File: config.mk
export PLATFORM = sky130hd
export DESIGN_NAME = retire_monitor
export DESIGN_NICKNAME = d
export VERILOG_FILES = /design/src/rtl/retire_monitor_pkg.sv /design/src/rtl/retire_monitor_hist.sv /design/src/rtl/retire_monitor.sv
export SDC_FILE = /design/constraint.sdc
export NUM_CORES = 1
export LEC_CHECK = 0
export BUFFER_PORTS_ARGS = -buffer_cell sky130_fd_sc_hd__clkbuf_2
export CORE_ASPECT_RATIO = 1.4
export CORE_MARGIN = 4
export CORE_UTILIZATION = 59
export DETAILED_ROUTE_END_ITERATION = 7
export PLACE_DENSITY = 0.87
export SLEW_MARGIN = 20
export SYNTH_ARGS = -nofsm -noshare
export SYNTH_HDL_FRONTEND = slang
export SYNTH_HIERARCHICAL = 1
export SYNTH_SLANG_ARGS = --single-unit
export TNS_END_PERCENT = 1
File: constraint.sdc
create_clock -name clk -period 5.1 [get_ports clk]
set_input_delay 0.255 -clock clk [delete_from_list [all_inputs] [get_ports clk]]
set_output_delay 0.255 -clock clk [all_outputs]
set_load 0.05 [all_outputs]
File: src/rtl/retire_monitor_pkg.sv
// Shared definitions for the retire monitor: address width and state encodings
// (the xgriscv_defines.v values), history geometry and a saturating increment.
`ifndef ADDR_SIZE
`define ADDR_SIZE 32
`endif
`ifndef RM_ST_IDLE
`define RM_ST_IDLE    2'd0
`define RM_ST_RUN     2'd1
`define RM_ST_HALTED  2'd2
`define RM_ST_TIMEOUT 2'd3
`endif

package retire_monitor_pkg;

    localparam int AW = `ADDR_SIZE;

    localparam logic [1:0] ST_IDLE    = `RM_ST_IDLE;
    localparam logic [1:0] ST_RUN     = `RM_ST_RUN;
    localparam logic [1:0] ST_HALTED  = `RM_ST_HALTED;
    localparam logic [1:0] ST_TIMEOUT = `RM_ST_TIMEOUT;

    localparam int HIST_DEPTH = 8;
    localparam int HIST_PW    = 3;

    typedef logic [AW-1:0] addr_t;

    function automatic logic [31:0] sat_inc(input logic [31:0] v);
        return (v == 32'hFFFF_FFFF) ? v : v + 32'd1;
    endfunction

endpackage

File: src/rtl/retire_monitor_hist.sv
// retire_hist_buf: 8-entry ring of retired PCs; idx 0 reads the newest entry.
// Only instantiated when RETIRE_TRACE_EN is defined.
module retire_hist_buf
    import retire_monitor_pkg::*;
(
    input  logic               clk,
    input  logic               rstn,
    input  logic               clr_i,
    input  logic               we_i,
    input  addr_t              pc_i,
    input  logic [HIST_PW-1:0] idx_i,
    output addr_t              pc_o
);

    addr_t              ring_q [HIST_DEPTH];
    logic [HIST_PW-1:0] wptr_q;
    logic [HIST_PW-1:0] rptr;

    always_ff @(posedge clk or negedge rstn) begin
        if (!rstn) begin
            wptr_q <= '0;
            for (int i = 0; i < HIST_DEPTH; i++) ring_q[i] <= '0;
        end else if (clr_i) begin
            wptr_q <= '0;
            for (int i = 0; i < HIST_DEPTH; i++) ring_q[i] <= '0;
        end else if (we_i) begin
            ring_q[wptr_q] <= pc_i;
            wptr_q         <= wptr_q + 3'd1;
        end
    end

    // 3-bit arithmetic gives the mod-8 wrap for free
    assign rptr = wptr_q - 3'd1 - idx_i;
    assign pc_o = ring_q[rptr];

endmodule

File: src/rtl/retire_monitor.sv
// Retirement monitor: tracks run/halt/watchdog state and retirement counters.
// Optional PC trace ring enabled with `define RETIRE_TRACE_EN.
module retire_monitor
    import retire_monitor_pkg::*;
#(
    parameter logic [`ADDR_SIZE-1:0] HALT_ADDR  = 32'h0000_0078,
    parameter int unsigned           WDOG_LIMIT = 1024
) (
    input  logic                  clk,
    input  logic                  rstn,
    input  logic [`ADDR_SIZE-1:0] pcW,
    input  logic                  wb_valid,
    input  logic                  clr,
    output logic [1:0]            state,
    output logic [31:0]           cycle_cnt,
    output logic [31:0]           retire_cnt,
    output logic [`ADDR_SIZE-1:0] last_pc,
    output logic                  halted,
    output logic                  timeout,
    input  logic [2:0]            hist_idx,
    output logic [`ADDR_SIZE-1:0] hist_pc
);

    logic [1:0]  state_q, state_d;
    logic [31:0] cyc_q, cyc_d;
    logic [31:0] ret_q, ret_d;
    logic [31:0] idle_q, idle_d;
    addr_t       last_q, last_d;

    logic in_run;
    logic accept;
    logic hit_halt;
    logic wdog_exp;

    always_comb begin
        in_run   = (state_q == ST_RUN);
        accept   = wb_valid && !clr && (in_run || state_q == ST_IDLE);
        hit_halt = (pcW == HALT_ADDR);
        wdog_exp = in_run && !wb_valid && ((idle_q + 32'd1) >= 32'(WDOG_LIMIT));

        state_d = state_q;
        cyc_d   = cyc_q;
        ret_d   = ret_q;
        idle_d  = idle_q;
        last_d  = last_q;

        if (clr) begin
            state_d = ST_IDLE;
            cyc_d   = '0;
            ret_d   = '0;
            idle_d  = '0;
            last_d  = '0;
        end else begin
            if (in_run) begin
                cyc_d  = sat_inc(cyc_q);
                idle_d = idle_q + 32'd1;
            end
            // a halting retirement wins over a coincident watchdog expiry
            if (accept) begin
                ret_d   = sat_inc(ret_q);
                last_d  = pcW;
                idle_d  = '0;
                state_d = hit_halt ? ST_HALTED : ST_RUN;
            end else if (wdog_exp) begin
                idle_d  = '0;
                state_d = ST_TIMEOUT;
            end
        end
    end

    always_ff @(posedge clk or negedge rstn) begin
        if (!rstn) begin
            state_q <= ST_IDLE;
            cyc_q   <= '0;
            ret_q   <= '0;
            idle_q  <= '0;
            last_q  <= '0;
        end else begin
            state_q <= state_d;
            cyc_q   <= cyc_d;
            ret_q   <= ret_d;
            idle_q  <= idle_d;
            last_q  <= last_d;
        end
    end

    assign state      = state_q;
    assign cycle_cnt  = cyc_q;
    assign retire_cnt = ret_q;
    assign last_pc    = last_q;
    assign halted     = (state_q == ST_HALTED);
    assign timeout    = (state_q == ST_TIMEOUT);

`ifdef RETIRE_TRACE_EN
    retire_hist_buf u_hist (
        .clk   (clk),
        .rstn  (rstn),
        .clr_i (clr),
        .we_i  (accept),
        .pc_i  (pcW),
        .idx_i (hist_idx),
        .pc_o  (hist_pc)
    );
`else
    logic unused_hist_idx;
    assign unused_hist_idx = ^hist_idx;
    assign hist_pc         = '0;
`endif

endmodule

# After elaboration in Yosys (flattened, before gate mapping)
# Cells that the tools add are included.
# word_totals
regBits,130
latchBits,0
ram_bits,0
mem_bits_ro,0
input_bits,39
elab_cells,47
memories,0
# op_classes
add_sub_neg,3
multipliers,0
div_mod_pow,0
magnitude_cmp,1
n_eq_ne,8
n_shift,0
muxes,16
n_bitwise,0
n_reduce_logical,14
# op_table
operator,count
$mux W32,12
$add A32 B1 Y32 const B,3
$eq A32 B32 Y1 const B,2
$eq A32 B7 Y1 const B,1
$ge A32 B11 Y1 const B,1
$mux W2,4
$eq A2 B2 Y1 const B,2
$logic_and A1 B1 Y1,4
$ne A2 B2 Y1 const B,2
$reduce_and A2 Y1,2
$reduce_bool A2 Y1,2
$reduce_bool A4 Y1,1
$reduce_bool A3 Y1,1
$eq A2 B1 Y1 const B,1
$logic_not A1 Y1,2
$logic_not A2 Y1,1
$logic_or A1 B1 Y1,1

# Depth between registers and ports, before layout
# depth
depth_word,6
ltp_mapped,9
mapped_depth_nobuf,8

# Worst setup path before layout
# Ideal clock, no wire load.
# synth_timing
path_kind,register to register
start,"register cyc_q[3], in the netlist cycle_cnt[3]"
end,"register cyc_q[26], in the netlist cycle_cnt[26]"
setup_ns,0.132
t_arrival_ns,2.322
required_ns,4.968
path_slack_ns,2.647
path_stages_with_launch,8
synth_period_minus_slack_ns,2.453
cell_sequence,dfrtp_1 -> and4_1 -> nand4_1 -> and4bb_2 -> a21boi_0 -> nand3_1 -> xor2_1 -> nor2_1
# synth_via
elab_chain_len,4
word_cells_on_any_way,7
cone_classes,1 x add/sub; 2 x eq/ne; 3 x mux; 1 x reduce/logical
# synth_lines
element,line,source
"start, declared",retire_monitor.sv:25,"logic [31:0] cyc_q, cyc_d;"
"start signal, assigned",retire_monitor.sv:80,cyc_q <= cyc_d;
$add A32 B1 Y32,retire_monitor_pkg.sv:28,return (v == 32'hFFFF_FFFF) ? v : v + 32'd1;
$mux W32,retire_monitor_pkg.sv:28,
$mux W32,retire_monitor.sv:54,if (in_run) begin
$mux W32,retire_monitor.sv:47,if (clr) begin
# Parallel ways exist; a longest one is shown, timed or not. The select of a mux whose other input is x is not followed.
# A chain may end at the register's enable or synchronous reset.

# Worst setup path in the final report
# layout_timing
start,register idle_q[0]
end,register idle_q[3]
# layout_via
elab_chain_len,6
word_cells_on_any_way,8
cone_classes,1 x add/sub; 1 x order compare; 4 x mux; 2 x reduce/logical
# layout_lines
element,line,source
"start, declared",retire_monitor.sv:27,"logic [31:0] idle_q, idle_d;"
"start signal, assigned",retire_monitor.sv:82,idle_q <= idle_d;
$add A32 B1 Y32 (*),"retire_monitor.sv:39, retire_monitor.sv:56",
$ge A32 B11 Y1,retire_monitor.sv:39,wdog_exp = in_run && !wb_valid && ((idle_q + 32'd1) >= 32'(WDOG_LIMIT));
$logic_and A1 B1 Y1,retire_monitor.sv:39,
$mux W32,retire_monitor.sv:64,end else if (wdog_exp) begin
$mux W32,retire_monitor.sv:59,if (accept) begin
$mux W32,retire_monitor.sv:47,
# Every way passes the cells marked *; elsewhere a longest branch is shown, timed or not. The select of a mux whose other input is x is not followed.

==> results by group <==
Synth
  • Cell variety after synth: 64
  • Post-Syn Area: 7150 um2
  • EDFF count, synth: 0
  • Ys flop type: dfrtp_1
  • Synth warn: 6
  • Gate Count Post-Synth: 784
  • Synthesis-stage register bit count: 130
  • FFs w/ async S/R, synth: 100%
  • Register area share after synthesis: 45.5%
  • Average size of a mapped cell: 9.12 um2

Layout
  • Final Core Density: 70.8%
  • Most common cell after layout, fill and taps aside: clkbuf_2
  • Share of post-route cells with drive strength above 1: 22.0%
  • # nets final: 943
  • Final std cells w/o fill: 1,061
  • Antenna Cells: 0
  • Area growth from synthesis to final layout: 16.9%
  • Commonest cells after routing, fill and taps aside: 134 x clkbuf_2, 130 x dfrtp_1, 103 x nand2_1

Die
  • Starting density of the core: 60.5%
  • Die Area: 14,000 um2
  • Core area: 11,800 um2
  • Die width: 101 um
  • Die H: 138 um
  • Row cnt: 47
  • I/O pin cnt: 171

Power and ir drop
  • Pwr/cell area: 304 nW/um2
  • Internal power: 1840 uW
  • Maximum vdd drop: 0.245 mV
  • Sw Share: 27.8%
  • Logic pwr share: 10.0%
  • Net switching power: 708 uW
  • Seq pwr share: 42.1%
  • Clock Power Share: 47.9%
  • Leakage: 0.00383 uW

Timing
  • Final worst slack: 1.98 ns
  • Fmax: 320 MHz
  • Setup tns final: 0 ns
  • RSZ-0062 raised after global routing: false
  • Final Cycle Share: 61.3%
  • Final hold vios: 0
  • Worst-margin pin slew: 0.990 ns
  • Tmin final: 3.12 ns
  • Clock Skews: 0.00981 ns
  • # setup viols final: 0
  • Slew margin rel.: 33.5%
  • Final Max Slew Viols: 0

GRT
  • Number of global-route vias before repair: 6,061
  • GR Util All Layers: 25.5%
  • Initial antenna violation count: 0
  • Grt ovf: 0
  • First-pass GRT wire length: 29,300 um
  • Largest net degree at the start of global routing: 74

Flow run
  • Maxcap violations: 0

Worst setup path
  • Crit Path Max Fanout: 11
  • Worst R2R Start: idle_q[0]
  • Worst Setup Path Type: reg2reg
  • Crit end category: register
  • Critical Path RT: 5.41 ns
  • Reg2reg end: idle_q[3]
  • Reg2reg path depth: 8
  • Startpoint types: register
  • Data arrival time at the worst-slack endpoint: 3.44 ns
  • Reg-to-reg slack, setup: 1.98 ns

Drt
  • Drt first-iter violations: 352
  • Antenna-violating nets left: 0
  • DRT Wirelength: 17,400 um
  • DRC viols: 0
  • WL/cell: 16.4 um
  • Vias/cell: 5.84
  • Vias: 6,192
  • Initial DRT Pass Iterations: 5

Clocking
  • CTS sink cnt: 130
  • H-tree levels: 4
  • CTS resizes: 0
  • CTS Buffer Depth: 2
  • Clk slew on worst S/H paths: 0.06 ns
  • CTS Buf Count: 17
  • Clock Latency Late Sink: 0.41 ns
  • CTS tree: yes
  • Root Buffer: clkbuf_16
  • Post-CTS Setup Bufs: 0

Place
  • Pre-CTS setup slack: 2.08 ns
  • Placed insts: 1,028
  • Port buffer count: 135
  • Final GP Congestion: 0.885
  • DPL Wire Length: 11,700 um

Hold path
  • HP Start: pcW[4]
  • Worst hold path cell count: 3
  • Worst hold path type: in2reg
  • Min-Delay Endpoint: last_pc[4]

Outcome
  • Status: complete, no violations
-- per-stage QoR --
| step | hold WS [ns] | instance area, um2 | power [uW] |
|---|---|---|---|
| after floorplan | -0.0406 | 7270 | 1280 |
| after global placement | 0.358 | 7760 | 1340 |
| after detailed placement | 0.354 | 7760 | 1340 |
| after CTS | 0.0448 | 8360 | 2560 |
| after global routing | 0.0578 | 8360 | 2640 |
| final | 0.0594 | 8360 | 2550 |
-- how the worst max path moves through the flow --
stage,startpoint,endpoint,slack (ns),depth (start not counted)
3_5_place_dp,idle_q[0],idle_q[2],2.08,8
2_1_floorplan,cycle_cnt[3],cycle_cnt[26],2.65,7
5_1_grt,idle_q[0],idle_q[3],1.78,8
4_1_cts,idle_q[0],idle_q[3],2.01,8
6_report,idle_q[0],idle_q[3],1.98,8
3_3_place_gp,idle_q[0],idle_q[5],2.17,8
-- timing repair --
item,4_1_cts,5_1_grt
hold endpoints to repair,57,0
setup endpoints to repair,0,0
hold buffers,1,0
-- worst max-delay path, cell delays in order (launching register included) --
cell and delay, ns:
dfrtp_1 0.39, ha_1 0.23, nand4_1 0.21, nor4_2 0.86, a31o_1 0.25, o211ai_1 0.10, nor4_2 0.42, nand4_2 0.30
a31oi_1 0.26
-- per-layer routing --
| metal | GRT usage (%) | up-vias | routed length [um] |
|---|---|---|---|
| li1 | - | 2931 | - |
| met1 | 32.2 | 3017 | 6960 |
| met2 | 42.7 | 219 | 9080 |
| met3 | 6.96 | 25 | 1070 |
| met4 | 7.42 | 0 | 264 |
| met5 | 0 | - | 0 |
-- state kept, by name, indices dropped and copies added (netlist names) --
name / count
state: 2
idle_q: 32
cycle_cnt: 32
retire_cnt: 32
last_pc: 32
-- power by group through the flow --
stage	Sequential, uW	Clock, uW	Combinational (uW)
after floorplan	1160	0	126
after global placement	1090	0	252
after detailed placement	1090	0	256
after CTS	1070	1230	256
after global routing	1070	1290	274
final	1070	1220	255
-- cell type report --
cell class	count	area (um2)
multi-input cells	599	3560
fillers	846	3460
flip-flops and latches	130	3250
repair buffers	142	733
clock buffers	19	443
well taps	147	184
clock inverters	13	153
inverters	11	41.3
-- kinds of logic (layout without fill, tap and decap cells) --
kind of cell,after synthesis,count (layout),share of synthesized area (%)
compound gates,108,108,10.3
xor+xnor,78,78,9.55
fa+ha+maj,3,3,0.525
buf+inv,86,185,6.51
flops,130,130,45.5
mux,6,6,0.875
other cells,1,32,0.0524
simple gates,372,372,26.7
-- synthesized netlist by cell type, types with 10 or more instances --
cell type  instances  share of area, %
buf_4             33               3.5
xnor2_1           31               3.8
inv_1             11              0.58
and4_1            10               1.2
nand2_1          103               5.4
xor2_1            47               5.8
nor3_1            15               1.0
a21oi_1           17               1.2
nand4_1           38               3.3
nor2_1            90               4.7
dfrtp_1          130                45
clkbuf_1          32               1.7
and3_1            16               1.4
nor4_1            13               1.1
nor3b_1           13               1.4
nand3_1           39               2.7
a31o_2            11               1.3
o21ai_0           41               2.9
Power figures use the tool's default switching activity.
